--- config.mk ---
export PLATFORM = sky130hd
export DESIGN_NAME = if_id_stage_flat
export DESIGN_NICKNAME = d
export VERILOG_FILES = /design/src/rtl/if_id_stage_if.sv /design/src/rtl/if_id_stage.sv /design/src/flat_wrapper.sv
export SDC_FILE = /design/constraint.sdc
export NUM_CORES = 1
export LEC_CHECK = 0
export BUFFER_PORTS_ARGS = -buffer_cell sky130_fd_sc_hd__clkbuf_2
export CAP_MARGIN = 20
export CORE_MARGIN = 1.5
export CORE_UTILIZATION = 49
export CTS_BUF_LIST = sky130_fd_sc_hd__clkbuf_4 sky130_fd_sc_hd__clkbuf_8
export CTS_CLUSTER_SIZE = 8
export DETAILED_ROUTE_END_ITERATION = 8
export HOLD_SLACK_MARGIN = 0.06
export PLACE_DENSITY = 0.91
export SKIP_LAST_GASP = 1
export SLEW_MARGIN = 20
export SYNTH_ARGS = -nofsm -noshare
export SYNTH_HDL_FRONTEND = slang
export SYNTH_SLANG_ARGS = --single-unit
--- constraint.sdc ---
create_clock -name clk -period 5.7 [get_ports clk]
set_clock_uncertainty 0.2 [all_clocks]
set_input_delay 1.14 -clock clk [delete_from_list [all_inputs] [get_ports clk]]
set_output_delay 1.14 -clock clk [all_outputs]
set_load 0.02 [all_outputs]
--- src/rtl/if_id_stage_if.sv ---
// Handshake bundle between the fetch side, the IF/ID pipeline register and decode.
// The stage drives pc_out..stall_count; everything else comes from fetch/EX.
interface if_id_stage_if;
    logic [31:0] pc_in;
    logic [31:0] instr_in;
    logic        instr_valid_in;
    logic        flush_in;
    logic        idex_memtoreg;
    logic [4:0]  idex_rd;
    logic [31:0] pc_out;
    logic [31:0] instr_out;
    logic        valid_out;
    logic        pc_write;
    logic        idex_bubble;
    logic [15:0] stall_count;

    modport master (
        output pc_in, instr_in, instr_valid_in, flush_in, idex_memtoreg, idex_rd,
        input  pc_out, instr_out, valid_out, pc_write, idex_bubble, stall_count
    );

    modport slave (
        input  pc_in, instr_in, instr_valid_in, flush_in, idex_memtoreg, idex_rd,
        output pc_out, instr_out, valid_out, pc_write, idex_bubble, stall_count
    );
endinterface

--- src/rtl/if_id_stage.sv ---
// IF/ID pipeline register with load-use hazard detection, flush squashing,
// fetch-miss bubble insertion and a saturating stall counter.
module if_id_stage #(
    parameter logic [31:0] NOP_INSTR = 32'h00000013
) (
    input logic          clk,
    input logic          rst_n,
    if_id_stage_if.slave bus
);

    typedef enum logic [2:0] {
        ACT_RESET = 3'd0,
        ACT_FLUSH = 3'd1,
        ACT_STALL = 3'd2,
        ACT_MISS  = 3'd3,
        ACT_LOAD  = 3'd4
    } act_e;

    logic [31:0] pc_r;
    logic [31:0] instr_r;
    logic        valid_r;
    logic [15:0] stall_count_r;

    logic [6:0]  opcode_s;
    logic [4:0]  rs1_s;
    logic [4:0]  rs2_s;
    logic        hazard_s;
    logic        pc_write_s;
    logic        idex_bubble_s;
    act_e        act_s;

    function automatic logic rs1_used_f(input logic [6:0] opcode);
        case (opcode)
            7'b0110111: rs1_used_f = 1'b0;
            7'b0010111: rs1_used_f = 1'b0;
            7'b1101111: rs1_used_f = 1'b0;
            default:    rs1_used_f = 1'b1;
        endcase
    endfunction

    function automatic logic rs2_used_f(input logic [6:0] opcode);
        case (opcode)
            7'b0110011: rs2_used_f = 1'b1;
            7'b0100011: rs2_used_f = 1'b1;
            7'b1100011: rs2_used_f = 1'b1;
            default:    rs2_used_f = 1'b0;
        endcase
    endfunction

    assign opcode_s = instr_r[6:0];
    assign rs1_s    = instr_r[19:15];
    assign rs2_s    = instr_r[24:20];

    // A bubble is masked by valid_r so its fields can never match idex_rd.
    assign hazard_s = valid_r & bus.idex_memtoreg & (bus.idex_rd != 5'd0) &
                      ((rs1_used_f(opcode_s) & (rs1_s == bus.idex_rd)) |
                       (rs2_used_f(opcode_s) & (rs2_s == bus.idex_rd)));

    // Select this cycle's action by priority and derive the same-cycle controls.
    always_comb begin
        act_s         = ACT_LOAD;
        pc_write_s    = 1'b1;
        idex_bubble_s = 1'b0;
        if (!rst_n) begin
            act_s         = ACT_RESET;
            pc_write_s    = 1'b0;
            idex_bubble_s = 1'b1;
        end else if (bus.flush_in) begin
            act_s         = ACT_FLUSH;
            pc_write_s    = 1'b1;
            idex_bubble_s = 1'b1;
        end else if (hazard_s) begin
            act_s         = ACT_STALL;
            pc_write_s    = 1'b0;
            idex_bubble_s = 1'b1;
        end else if (!bus.instr_valid_in) begin
            act_s         = ACT_MISS;
            pc_write_s    = 1'b0;
            idex_bubble_s = 1'b0;
        end else begin
            act_s         = ACT_LOAD;
            pc_write_s    = 1'b1;
            idex_bubble_s = 1'b0;
        end
    end

    // Pipeline register and stall counter update.
    always_ff @(posedge clk) begin
        case (act_s)
            ACT_RESET: begin
                pc_r          <= 32'd0;
                instr_r       <= NOP_INSTR;
                valid_r       <= 1'b0;
                stall_count_r <= 16'd0;
            end
            ACT_FLUSH, ACT_MISS: begin
                pc_r    <= bus.pc_in;
                instr_r <= NOP_INSTR;
                valid_r <= 1'b0;
            end
            ACT_STALL: begin
                if (stall_count_r != 16'hFFFF) begin
                    stall_count_r <= stall_count_r + 16'd1;
                end
            end
            ACT_LOAD: begin
                pc_r    <= bus.pc_in;
                instr_r <= bus.instr_in;
                valid_r <= 1'b1;
            end
            default: begin
                pc_r          <= 32'd0;
                instr_r       <= NOP_INSTR;
                valid_r       <= 1'b0;
                stall_count_r <= 16'd0;
            end
        endcase
    end

    assign bus.pc_out      = pc_r;
    assign bus.instr_out   = instr_r;
    assign bus.valid_out   = valid_r;
    assign bus.stall_count = stall_count_r;
    assign bus.pc_write    = pc_write_s;
    assign bus.idex_bubble = idex_bubble_s;

endmodule

--- src/flat_wrapper.sv ---
// flat-port wrapper written by rule: the top's interface ports become plain ports
module if_id_stage_flat 
#(
    parameter logic [31:0] NOP_INSTR = 32'h00000013
)
  (clk, rst_n, bus_pc_in, bus_instr_in, bus_instr_valid_in, bus_flush_in, bus_idex_memtoreg, bus_idex_rd, bus_pc_out, bus_instr_out, bus_valid_out, bus_pc_write, bus_idex_bubble, bus_stall_count);
  if_id_stage_if bus_i ();
  input logic clk;
  input logic rst_n;
  input wire logic [$bits(bus_i.pc_in)-1:0] bus_pc_in;
  input wire logic [$bits(bus_i.instr_in)-1:0] bus_instr_in;
  input wire logic [$bits(bus_i.instr_valid_in)-1:0] bus_instr_valid_in;
  input wire logic [$bits(bus_i.flush_in)-1:0] bus_flush_in;
  input wire logic [$bits(bus_i.idex_memtoreg)-1:0] bus_idex_memtoreg;
  input wire logic [$bits(bus_i.idex_rd)-1:0] bus_idex_rd;
  output wire logic [$bits(bus_i.pc_out)-1:0] bus_pc_out;
  output wire logic [$bits(bus_i.instr_out)-1:0] bus_instr_out;
  output wire logic [$bits(bus_i.valid_out)-1:0] bus_valid_out;
  output wire logic [$bits(bus_i.pc_write)-1:0] bus_pc_write;
  output wire logic [$bits(bus_i.idex_bubble)-1:0] bus_idex_bubble;
  output wire logic [$bits(bus_i.stall_count)-1:0] bus_stall_count;
  assign bus_i.pc_in = bus_pc_in;
  assign bus_i.instr_in = bus_instr_in;
  assign bus_i.instr_valid_in = bus_instr_valid_in;
  assign bus_i.flush_in = bus_flush_in;
  assign bus_i.idex_memtoreg = bus_idex_memtoreg;
  assign bus_i.idex_rd = bus_idex_rd;
  assign bus_pc_out = bus_i.pc_out;
  assign bus_instr_out = bus_i.instr_out;
  assign bus_valid_out = bus_i.valid_out;
  assign bus_pc_write = bus_i.pc_write;
  assign bus_idex_bubble = bus_i.idex_bubble;
  assign bus_stall_count = bus_i.stall_count;
  if_id_stage #(.NOP_INSTR(NOP_INSTR)) u_core (.clk(clk), .rst_n(rst_n), .bus(bus_i));
endmodule
==> flow_summary.toml <==
[yosys]
synth_edf_count = 81
synthXorXnorAreaFrac = 0.0575
ys_warn_count = 0
synthesis.instances = 253
post_synth_most_frequent_cells = "81 x edfxtp_1, 33 x and2_1, 32 x and3_1, 20 x nor2_1, 13 x xnor2_1"
synth_area_leader_cell = "edfxtp_1"
syn_area_um2 = 3500
synthAdderAreaFrac = 0.00357
synth_top_area_frac = 0.694
syn_avg_cell_area_um2 = 13.9
ys_ff_latch = 81
synth_mux_area_frac = 0
synthFlopType = "edfxtp_1"
synth_cell_types = 29
yosysMostFrequentCell = "edfxtp_1"
synth_compound_area_frac = 0.0196
synthTopCellsByArea = "edfxtp_1 69%, and2_1 5.9%, and3_1 5.7%, xnor2_1 3.2%, xor2_1 2.5%"
syn_nets = 328
synthArstFlopShare = 0
ys_seq_area_frac = 0.694
yosys.area_share.simple = 0.208
synth_top_family_by_area = "simple AND/OR/NAND/NOR gates"

[routing]
routed_via_density = 5.03
antenna_left = 0
drtIter0Drc = 110
wirelength_um = 7710
drtPass1Iterations = 4
post-route-drc-count = 0
vias = 2593
wire_per_inst_um = 15.0

[status]
run_status = "finished clean"

[setup_path]
start_kind = "input pin"
rr_endpoint = "u_core.bus.stall_count[0]"
crit_buf_inv = 4
critPathMostFrequentCell = "clkbuf_2"
critical_path.endpoint_type = "output pin"
cpPeakStageDelay_ps = 570
crit_family = "simple AND/OR/NAND/NOR gates"
slowest_stage = "nor4_1"
regToRegSetupSlack_ps = 2660
required_ps = 4360
crit_chain = "clkbuf_2 -> xor2_1 -> or3_1 -> nor4_1 -> nor3_2 -> buf_4 -> inv_1 -> clkbuf_2"
path_depth = 8
critPathMaxFanout = 34
worst-endpoint-arrival_ps = 2910
r2r_start = "u_core.bus.instr_out[22]"
criticalPathCategory = "input pin to output pin"
reg2reg_depth = 7

[placed_design]
hpwl_um = 5540
globalplace.congestion = 0.826
portBuffers = 156
place_inst = 497

[clock_tree]
cts_hold_buf = 0
clk_pin_slew_ps = 80
clk_latency_ps = 340
cts_max_level = 3
clockBufferDepth = 2
cts_num_sinks = 81
cts_setup_buffers = 0
numCtsBuffers = 9
cts-resized-gates = 0
clockRootBuffer = "clkbuf_8"
tritoncts = "done"

[finish]
multiInputGateArea_um2 = 1020
regArea_um2 = 2430
drive_gt1_frac = 0.432
diodes = 0
fillers = 520
finalNetCount = 489
area_delta_synth_final_pct = 32.9
final_cell_count_no_fill = 515

[floorplan]
die_w_um = 87.6
dieHeight_um = 87.6
start_util = 0.510
core_area_um2 = 6870
rows = 30
ios = 157
die_area_um2 = 7670

[global_routing]
grt.overflow.total = 0
first_global_vias = 2445
grt_pass1_wl_um = 11500
grt_max_degree = 43
antenna_found_initial = 0
grt.total_usage = 0.198

[worst_hold_path]
hold_depth = 1
hold_path_end = "u_core.bus.stall_count[0]"
hold_path_class = "flop to flop"
hold_path.startpoint = "u_core.bus.stall_count[0]"

[flow_run]
drv_cap = 0

[pwr]
p_leak_nw = 2.16
power_density_nw_per_um2 = 274
peakVddDrop_mv = 0.153

[timing]
fin_crit_sh = 0.746
hold_violations = 0
slew_viol_final = 0
rsz0062_at_grt = "no"
setup_violations = 0
fmax_mhz = 235
tightest_slew_ps = 721
tns_ps = 0
slew-limit-headroom = 0.515
layout_min_cycle_time_ps = 4250
## how the worst max path moves through the flow
stage / slack [ps] / endpoint / start
global route: 1350 / bus_idex_bubble / bus_idex_rd[2]
global placement: 1560 / bus_idex_bubble / bus_idex_rd[1]
detailed placement: 1490 / bus_idex_bubble / bus_idex_rd[2]
CTS: 1470 / bus_idex_bubble / bus_idex_rd[2]
finish: 1450 / bus_idex_bubble / bus_idex_rd[2]
floorplan: 960 / u_core.bus.instr_out[0] / bus_idex_rd[1]
## power by group
group	switching, mW	internal [mW]	leakage [nW]	total (mW)
registers	0.0130	0.675	0.925	0.688
clock network	0.214	0.254	0.109	0.468
logic	0.0688	0.0517	1.13	0.120
total	0.295	0.980	2.16	1.28
## cell families (layout without fill, tap and decap cells)
group | after synthesis | after routing
flops | 81 | 81
buf+inv | 15 | 181
fa+ha+maj | 1 | 1
compound gates | 6 | 6
simple gates | 127 | 127
xor+xnor | 23 | 23
## stage by stage
| step | worst slack [ps] | area [µm²] | total power, mW | hold slack (ps) | util |
|---|---|---|---|---|---|
| 3_5_place_dp | 1490 | 4390 | 0.821 | 464 | 0.640 |
| 3_3_place_gp | 1560 | 4390 | 0.817 | 438 | 0.640 |
| 4_1_cts | 1470 | 4620 | 1.28 | 487 | 0.672 |
| 6_report | 1450 | 4660 | 1.28 | 485 | 0.678 |
| 5_1_grt | 1350 | 4660 | 1.32 | 503 | 0.678 |
| 2_1_floorplan | 957 | 3500 | 0.765 | 536 | - |
## registers in the layout, indices dropped and copies added (netlist names)
name	cells
u_core.bus.valid_out	1
u_core.bus.stall_count	16
u_core.bus.instr_out	32
u_core.bus.pc_out	32
## worst register-to-register path: cells and delay by family (launching register included)
family	cells	cell delay (ps)
buffers and inverters	2	520
XOR/XNOR	1	150
AND/OR/NAND/NOR	2	870
AO/OA/AOI/OAI	2	570
flip-flops	1	430
## placed cells by master, fill, tap and decap left out, types with 2 or more instances in the layout
cell       count
nand3_1       11
nor4_1         2
nand3b_1       3
nor3_1         7
and3_1        32
nand4_1        4
nand2b_1       2
bufinv_16      2
clkbuf_8       9
inv_1          4
xnor2_1       13
clkbuf_2     156
nor2_1        20
edfxtp_1      81
and2_1        33
buf_4          3
nand4b_1       2
nand2_1        6
xor2_1        10
## cell type report
type                            instances  share of cell area
Clock buffer                           10              0.0282
Clock inverter                          6              0.0196
Inverter                                4             0.00322
Multi-Input combinational cell        157               0.219
Sequential cell                        81               0.522
Tap cell                               96              0.0258
Timing Repair Buffer                  161               0.182
## per-layer routing
layer  track usage  vias up  wire, µm
met3        0.0443       14       548
met1         0.265     1203      3320
met4        0.0765        0       114
li1              -     1245         -
met2         0.320      131      3730
met5             0        -         0
(Power assumes the default switching activity.)
